### src/rtl/trace_pkg.sv
// trace_pkg: record kinds, record width and the packed trace record shared
// by the collector and its FIFO.
package trace_pkg;

  localparam logic KIND_GRF = 1'b0;
  localparam logic KIND_DM  = 1'b1;

  // kind + pc + addr + data
  localparam int REC_W = 97;

  typedef struct packed {
    logic        kind;
    logic [31:0] pc;
    logic [31:0] addr;
    logic [31:0] data;
  } trace_rec_t;

endpackage

### src/rtl/trace_fifo.sv
// trace_fifo: DEPTH-entry record store with a 2-wide write port and a single
// read port. Slot 1 is only written together with slot 0, and slot 0 always
// holds the older record, so ordering is fixed by the caller.
// The caller guarantees there is room for every record it writes.
module trace_fifo
  import trace_pkg::*;
#(
  parameter int DEPTH = 16
) (
  input  logic                       clk,
  input  logic                       rst_n,
  input  logic                       wr_en0_i,
  input  trace_rec_t                 wr_rec0_i,
  input  logic                       wr_en1_i,
  input  trace_rec_t                 wr_rec1_i,
  input  logic                       rd_en_i,
  output trace_rec_t                 rd_rec_o,
  output logic                       empty_o,
  output logic [$clog2(DEPTH):0]     occ_o
);

  localparam int AW = $clog2(DEPTH);
  localparam int PW = AW + 1;

  trace_rec_t      mem_q [DEPTH];
  logic [PW-1:0]   wptr_q, wptr_d;
  logic [PW-1:0]   rptr_q, rptr_d;
  logic [AW-1:0]   widx0, widx1;

  assign widx0    = wptr_q[AW-1:0];
  assign widx1    = widx0 + AW'(1);
  assign empty_o  = (wptr_q == rptr_q);
  assign occ_o    = wptr_q - rptr_q;
  assign rd_rec_o = mem_q[rptr_q[AW-1:0]];

  // Pointer advance: up to two writes and one read per cycle.
  always_comb begin
    wptr_d = wptr_q + PW'(wr_en0_i) + PW'(wr_en1_i);
    rptr_d = rptr_q + PW'(rd_en_i);
  end

  // Pointer registers; the extra MSB separates full from empty.
  always_ff @(posedge clk or negedge rst_n) begin
    if (!rst_n) begin
      wptr_q <= '0;
      rptr_q <= '0;
    end else begin
      wptr_q <= wptr_d;
      rptr_q <= rptr_d;
    end
  end

  // Storage writes; contents are only visible through valid pointers.
  always_ff @(posedge clk) begin
    if (wr_en0_i) mem_q[widx0] <= wr_rec0_i;
    if (wr_en1_i) mem_q[widx1] <= wr_rec1_i;
  end

endmodule

### src/rtl/trace_collector.sv
// trace_collector: captures GRF writes (WB) and DM stores (MEM) from the CPU,
// orders them GRF-first, buffers them and streams them out one record at a
// time. Records that do not fit are dropped whole and counted.
// Optional macro TRACE_DISPLAY_EN adds a simulation-only log of every push
// and drop; without it the block is plain synthesizable logic.
//
// Output handshake: a record transfers on a rising edge where out_valid and
// out_ready are both 1. out_valid never depends on out_ready, and the out_*
// payload holds steady while out_valid=1 and out_ready=0.
module trace_collector
  import trace_pkg::*;
#(
  parameter int DEPTH = 16,
  parameter int CNT_W = 16
) (
  input  logic             clk,
  input  logic             reset,
  input  logic             grf_we,
  input  logic [31:0]      grf_pc,
  input  logic [4:0]       grf_addr,
  input  logic [31:0]      grf_wdata,
  input  logic             dm_we,
  input  logic [31:0]      dm_pc,
  input  logic [31:0]      dm_addr,
  input  logic [31:0]      dm_wdata,
  output logic             out_valid,
  input  logic             out_ready,
  output logic             out_kind,
  output logic [31:0]      out_pc,
  output logic [31:0]      out_addr,
  output logic [31:0]      out_data,
  output logic             overflow,
  output logic [CNT_W-1:0] drop_cnt,
  output logic [CNT_W-1:0] rec_cnt
);

  localparam int AW = $clog2(DEPTH);
  localparam int FW = AW + 2;

  trace_rec_t      grf_rec, dm_rec, wr_rec0, head_rec;
  logic            grf_v, dm_v, pop;
  logic            push_grf, push_dm, drop_grf, drop_dm;
  logic            wr_en0, wr_en1, fifo_empty;
  logic [AW:0]     occ;
  logic [FW-1:0]   free;
  logic [1:0]      n_push, n_drop;
  logic [CNT_W:0]  drop_sum;

  logic             overflow_q, overflow_d;
  logic [CNT_W-1:0] drop_cnt_q, drop_cnt_d;
  logic [CNT_W-1:0] rec_cnt_q, rec_cnt_d;

  assign grf_rec = '{kind: KIND_GRF, pc: grf_pc, addr: {27'd0, grf_addr}, data: grf_wdata};
  assign dm_rec  = '{kind: KIND_DM,  pc: dm_pc,  addr: dm_addr,           data: dm_wdata};

  // Event filtering and the drop decision. Free space counts the slot
  // released by a same-cycle pop; a record is either written whole or dropped.
  always_comb begin
    grf_v    = grf_we && (grf_addr != 5'd0);
    dm_v     = dm_we;
    pop      = out_valid && out_ready;
    free     = FW'(DEPTH) - FW'(occ) + FW'(pop);
    push_grf = grf_v && (free != '0);
    push_dm  = dm_v && (grf_v ? (free >= FW'(2)) : (free != '0));
    drop_grf = grf_v && !push_grf;
    drop_dm  = dm_v && !push_dm;
    n_push   = {1'b0, push_grf} + {1'b0, push_dm};
    n_drop   = {1'b0, drop_grf} + {1'b0, drop_dm};
    // Slot 0 always carries the older record.
    wr_en0   = push_grf || push_dm;
    wr_rec0  = push_grf ? grf_rec : dm_rec;
    wr_en1   = push_grf && push_dm;
  end

  // Counter and sticky-flag next state; drop count saturates at all-ones.
  always_comb begin
    rec_cnt_d  = rec_cnt_q + CNT_W'(n_push);
    drop_sum   = {1'b0, drop_cnt_q} + (CNT_W+1)'(n_drop);
    drop_cnt_d = drop_sum[CNT_W] ? '1 : drop_sum[CNT_W-1:0];
    overflow_d = overflow_q || (n_drop != 2'd0);
  end

  // Counter and flag registers.
  always_ff @(posedge clk or negedge reset) begin
    if (!reset) begin
      overflow_q <= 1'b0;
      drop_cnt_q <= '0;
      rec_cnt_q  <= '0;
    end else begin
      overflow_q <= overflow_d;
      drop_cnt_q <= drop_cnt_d;
      rec_cnt_q  <= rec_cnt_d;
    end
  end

  trace_fifo #(.DEPTH(DEPTH)) u_fifo (
    .clk       (clk),
    .rst_n     (reset),
    .wr_en0_i  (wr_en0),
    .wr_rec0_i (wr_rec0),
    .wr_en1_i  (wr_en1),
    .wr_rec1_i (dm_rec),
    .rd_en_i   (pop),
    .rd_rec_o  (head_rec),
    .empty_o   (fifo_empty),
    .occ_o     (occ)
  );

  // Output stream; payload reads as zero whenever nothing is buffered.
  always_comb begin
    out_valid = !fifo_empty;
    out_kind  = out_valid ? head_rec.kind : 1'b0;
    out_pc    = out_valid ? head_rec.pc   : 32'd0;
    out_addr  = out_valid ? head_rec.addr : 32'd0;
    out_data  = out_valid ? head_rec.data : 32'd0;
  end

  assign overflow = overflow_q;
  assign drop_cnt = drop_cnt_q;
  assign rec_cnt  = rec_cnt_q;

`ifdef TRACE_DISPLAY_EN
  // Simulation log of pushes (in push order) and drops.
  always_ff @(posedge clk) begin
    if (reset) begin
      if (push_grf) $display("@%08h: $%02d <= %08h", grf_pc, grf_addr, grf_wdata);
      if (drop_grf) $display("TRACE DROP @%08h", grf_pc);
      if (push_dm)  $display("@%08h: *%08h <= %08h", dm_pc, dm_addr, dm_wdata);
      if (drop_dm)  $display("TRACE DROP @%08h", dm_pc);
    end
  end
`endif

endmodule

### config.mk
export PLATFORM = sky130hd
export DESIGN_NAME = trace_collector
export DESIGN_NICKNAME = d
export VERILOG_FILES = /design/src/rtl/trace_pkg.sv /design/src/rtl/trace_fifo.sv /design/src/rtl/trace_collector.sv
export SDC_FILE = /design/constraint.sdc
export NUM_CORES = 2
export LEC_CHECK = 0
export CAP_MARGIN = 10
export CORE_UTILIZATION = 54
export CTS_BUF_LIST = sky130_fd_sc_hd__clkbuf_8
export CTS_CLUSTER_SIZE = 12
export DETAILED_ROUTE_END_ITERATION = 12
export GPL_TIMING_DRIVEN = 0
export PLACE_DENSITY = 0.7
export SLEW_MARGIN = 25
export SYNTH_ARGS = -nofsm -noshare
export SYNTH_HDL_FRONTEND = slang
export SYNTH_SLANG_ARGS = --single-unit
export TNS_END_PERCENT = 5
### constraint.sdc
create_clock -name clk -period 14.55 [get_ports clk]
set_clock_uncertainty 0.05 [all_clocks]
set_input_delay 2.91 -clock clk [delete_from_list [all_inputs] [get_ports clk]]
set_output_delay 2.91 -clock clk [all_outputs]
set_load 0.05 [all_outputs]
==> impl.org <==
** Outcome
- Result of the run :: complete, no violations

** Clock tree
- In this run the number of H-tree levels came out at 5.
- Post-cts resize count :: 0
- For this design, the sink count on the clock tree is 1595.
- Max Root-Sink Buffers :: 4
- CTS hold repair buffers :: 0
- Clock-pin slew on the worst setup and hold paths :: 60 ps
- Clk root buf :: sky130_fd_sc_hd__clkbuf_8
- Setup repair bufs after CTS :: 0
- TritonCTS Buffers :: 284
- TritonCTS built the clock tree.
- For the worst-skew pair, the clock arrives at the later sink with an insertion delay of 1010 ps.

** Setup path
- Critical path, cell by cell :: clkbuf_2 -> buf_16 -> clkbuf_2 -> clkbuf_1 -> inv_1 -> ha_1 -> nand4_1 -> nor2_4 -> buf_16 -> clkbuf_1 -> clkbuf_1 -> nor2b_1 -> clkdlybuf4s50_1
- Setup slack of the worst register-to-register path :: 6700 ps
- Worst Reg2Reg Path Length in Cells :: 25
- WS Path Type :: flop to primary output
- In this design, the critical path's most frequently occurring cell is sky130_fd_sc_hd__clkbuf_1.
- STA classifies the critical path endpoint as a primary output.
- Sort of element at the start of the critical path :: flop
- Critical path fanouts, max :: 10
- Startpoint of the most critical register-to-register path :: u_fifo.rptr_q[1]$_DFF_PN0_
- The worst register-to-register path ends at drop_cnt[10]$_DFF_PN0_.
- Worst path slowest cell :: sky130_fd_sc_hd__clkbuf_1
- CP required :: 11590 ps
- Data arrival time of the critical path :: 7020 ps
- CP max stage delay :: 940 ps

** Placement
- Input and output buffers added on the ports amount to 162.
- After detailed placement, the design holds a cell count of 6934.
- At the placement stage, the worst setup path has a slack of 5880 ps.
- Once detailed placement completed, the half-perimeter wirelength came to 172000 um.
- Routability-driven placement finished with a final weighted congestion of 0.918.

** Global routing
- Aggregate global-route resource usage :: 34.0%
- The total overflow left after global routing is 0.
- Antenna violations before repair :: 35
- The first global-routing pass estimated 346000 um of wire.
- Number of global-route vias before repair :: 50233
- Entering global routing, the biggest net connects 44 pins.

** Synthesis
- Leading post-synthesis cells by cell area :: sky130_fd_sc_hd__edfxtp_1 (60%), sky130_fd_sc_hd__mux4_2 (14%), sky130_fd_sc_hd__a22o_1 (13%)
- Count of flip-flops with a built-in enable after synthesis :: 1536
- Post-Syn Instances :: 4752
- Counting flops with an async set or reset pin after synthesis yields a share of 2.70%.
- The share of the Yosys chip area taken by registers is 61.9%.
- Synthesis warning total :: 0
- sky130_fd_sc_hd__edfxtp_1 is the most common cell in the netlist.
- Post-synthesis cell type with the largest combined area :: sky130_fd_sc_hd__edfxtp_1
- Synthesized area :: 76800 um2
- Synthesized netlist net count :: 4939
- Averaged over all synthesized cells, the footprint is 16.2 um2.
- Most frequent cells after synthesis :: sky130_fd_sc_hd__edfxtp_1 (1536), sky130_fd_sc_hd__a22o_1 (1104), sky130_fd_sc_hd__mux4_2 (485)
- Post-synth top flop :: sky130_fd_sc_hd__edfxtp_1
- Post-synthesis sequential element count :: 1595
- Number of distinct library cells after synthesis :: 54
- Proportion of netlist area held by the largest area contributor :: 60.1%

** Die
- Io pins :: 301
- The floorplan step set the die width to 379 um.
- Measured along the y axis, the die boundary spans 379 um.
- Area of the core region :: 141000 um2
- Total Die Area :: 144000 um2
- For this configuration, the core starts out at a cell density of 54.4%.
- Number of cell rows :: 138

** Power and ir drop
- Of the total power, the clock network draws 19.1%.
- In this run the static leakage power is 0.0309 uW.
- Dividing total power by cell area gives a power density of 219 nW/um2.
- After layout, the design draws a total of 19500 uW.
- In this run switching power makes up 39.5% of total power.
- Sw power :: 7710 uW
- Power Internal :: 11800 uW
- Peak supply drop :: 0.000205 V
- Sequential group share of total power :: 32.9%
- Combinational Power Share :: 48.0%

** STA
- Slew Limit Headroom :: 16.8%
- The number of pins with negative max-slew slack in the final report was 0.
- Of the available clock period, the critical path in the final layout requires 68.6%.
- The hold violation count in the final report was 0.
- Upper clock frequency limit :: 0.100 GHz
- Worst path setup slack after routing :: 4570 ps
- Setup violations remaining at the end of the flow were counted as 0.
- For the pin with the worst max-slew slack, the measured transition is 1250 ps.
- Unrepaired setup endpoints after global routing :: no
- Setup Total Neg Slack :: 0 ps
- Tmin final :: 9980 ps

** Drt
- Antenna violation net count after detailed routing :: 0
- Total Wirelength :: 244000 um
- Dividing the detail-routed via count by the number of cells gives 6.78.
- For this block, the initial DRC count from the detailed router was 6262.
- Dividing the detail-routed wire length by the instance count gives 32.9 um.
- For this run, design rule violations remaining after detail routing come to 0.
- Vias post-DR :: 50285
- The first detailed-routing pass took 8 iterations.

** Worst hold path
- The path with the worst hold slack has its endpoint at overflow$_DFF_PN0_.
- Counting instances, the worst hold path has a depth of 1.
- Origin of the worst min-delay path :: overflow$_DFF_PN0_
- The path class of the tightest hold or removal check is flop to flop.

** Cells and area
- Storage element area :: 47500 um2
- Multi-input gate area in the final layout :: 26400 um2
- After the last flow step, the layout net total stands at 5518.
- The post-route netlist has 21.2% of its cells at a drive strength greater than 1.
- Area growth, synth to finish :: 16.2%
- Filler-free cell count of the finished design :: 7415
- Counting the fill cells in the layout gives 10203.
- At the end of the flow the core is filled with cells to 63.2%.

** Flow run
- The tool flagged a number of max-cap violations equal to 0.
-- power groups by stage --
stage / Sequential (uW) / Clock [uW] / Combinational, uW
after global routing: 6470 / 3920 / 9630
after global placement: 6890 / 0 / 8410
final: 6420 / 3730 / 9360
after floorplan: 6670 / 0 / 5510
after detailed placement: 6500 / 0 / 9210
after CTS: 6410 / 3730 / 9240
-- critical path: cells and delay by family, from the launching register on --
family	cells	cell delay (ps)
adders and majority gates	1	360
buffers and inverters	9	4630
DFF	1	390
and+or+nand+nor	3	580
-- metrics by stage --
step	hold WS [ps]	instance area, um2
after global routing	447	89200
after detailed placement	411	84400
after floorplan	415	76800
after CTS	433	89200
after global placement	404	80800
final	432	89200
-- registers in the layout, summed over array words and instances (netlist names) --
name and flops:
overflow 1, u_fifo.wptr_q 5, rec_cnt 16, u_fifo.rptr_q 5
drop_cnt 16, u_fifo.mem_q 1552
-- worst max-delay path by stage --
stage / start / end / slack [ps] / cells past startpoint
6_report: u_fifo.rptr_q[1]$_DFF_PN0_ / out_pc[10] / 4570 / 13
5_1_grt: u_fifo.rptr_q[1]$_DFF_PN0_ / out_pc[16] / 4620 / 13
4_1_cts: u_fifo.rptr_q[1]$_DFF_PN0_ / out_pc[10] / 4770 / 13
3_5_place_dp: u_fifo.rptr_q[1]$_DFF_PN0_ / out_pc[10] / 5880 / 13
3_3_place_gp: u_fifo.rptr_q[1]$_DFF_PN0_ / u_fifo.mem_q[0][25]$_DFFE_PP_ / -2670 / 15
2_1_floorplan: out_ready / u_fifo.mem_q[10][0]$_DFFE_PP_ / 4420 / 11
-- cell type report --
cell class                 instances  share of cell area (%)
antenna                           11                  0.0308
multi-input combinational       2412                    29.6
clock buffer                     295                    4.55
clock inverter                   174                   0.829
inverter                          30                   0.126
buffer                           715                    3.44
sequential                      1595                    53.3
tap                             1890                    2.65
timing repair buffer             293                    5.50
-- cells by family (layout without fill, tap and decap cells) --
family	Yosys count	after routing	share of synthesized area (%)
AO/OA/AOI/OAI	1187	1187	13.6
flip-flops	1595	1595	61.9
adder cells (fa/ha/maj)	17	17	0.316
multiplexers	486	486	14.3
other	0	11	0
buffers and inverters	745	1507	4.09
AND/OR/NAND/NOR	690	690	5.49
XOR/XNOR	32	32	0.365
-- placed cells by master, fill, tap and decap left out, types with 6 or more instances in the layout --
cell / count
sky130_fd_sc_hd__mux4_2: 485
sky130_fd_sc_hd__edfxtp_1: 1536
sky130_fd_sc_hd__buf_1: 172
sky130_fd_sc_hd__a22o_1: 1104
sky130_fd_sc_hd__a41oi_1: 6
sky130_fd_sc_hd__nor2_1: 47
sky130_fd_sc_hd__o22ai_4: 16
sky130_fd_sc_hd__clkdlybuf4s50_1: 161
sky130_fd_sc_hd__clkinv_2: 15
sky130_fd_sc_hd__a31oi_1: 10
sky130_fd_sc_hd__nand3_1: 22
sky130_fd_sc_hd__buf_8: 22
sky130_fd_sc_hd__buf_16: 106
sky130_fd_sc_hd__diode_2: 11
sky130_fd_sc_hd__xnor2_1: 19
sky130_fd_sc_hd__dfrtp_1: 43
sky130_fd_sc_hd__inv_1: 129
sky130_fd_sc_hd__buf_4: 14
sky130_fd_sc_hd__dfxtp_1: 16
sky130_fd_sc_hd__o221a_2: 16
sky130_fd_sc_hd__buf_2: 93
sky130_fd_sc_hd__nand2_1: 34
sky130_fd_sc_hd__buf_6: 27
sky130_fd_sc_hd__and3_1: 7
sky130_fd_sc_hd__clkbuf_2: 29
sky130_fd_sc_hd__clkbuf_8: 295
sky130_fd_sc_hd__nand4_1: 9
sky130_fd_sc_hd__clkbuf_1: 383
sky130_fd_sc_hd__nor3_4: 16
sky130_fd_sc_hd__and2_1: 433
sky130_fd_sc_hd__o2bb2ai_2: 16
sky130_fd_sc_hd__nor2b_1: 103
sky130_fd_sc_hd__ha_1: 13
sky130_fd_sc_hd__clkinv_1: 53
sky130_fd_sc_hd__xor2_1: 13
-- routing by layer --
| layer | track usage (%) | routed length, um | part of all wire [%] |
|---|---|---|---|
| met1 | 42.7 | 84900 | 35 |
| met2 | 52.5 | 113000 | 46 |
| met3 | 10.7 | 30700 | 13 |
| met4 | 18.6 | 15000 | 6.1 |
| met5 | 0.412 | 445 | 0.18 |
No activity file was read; power rests on OpenSTA's default activity.
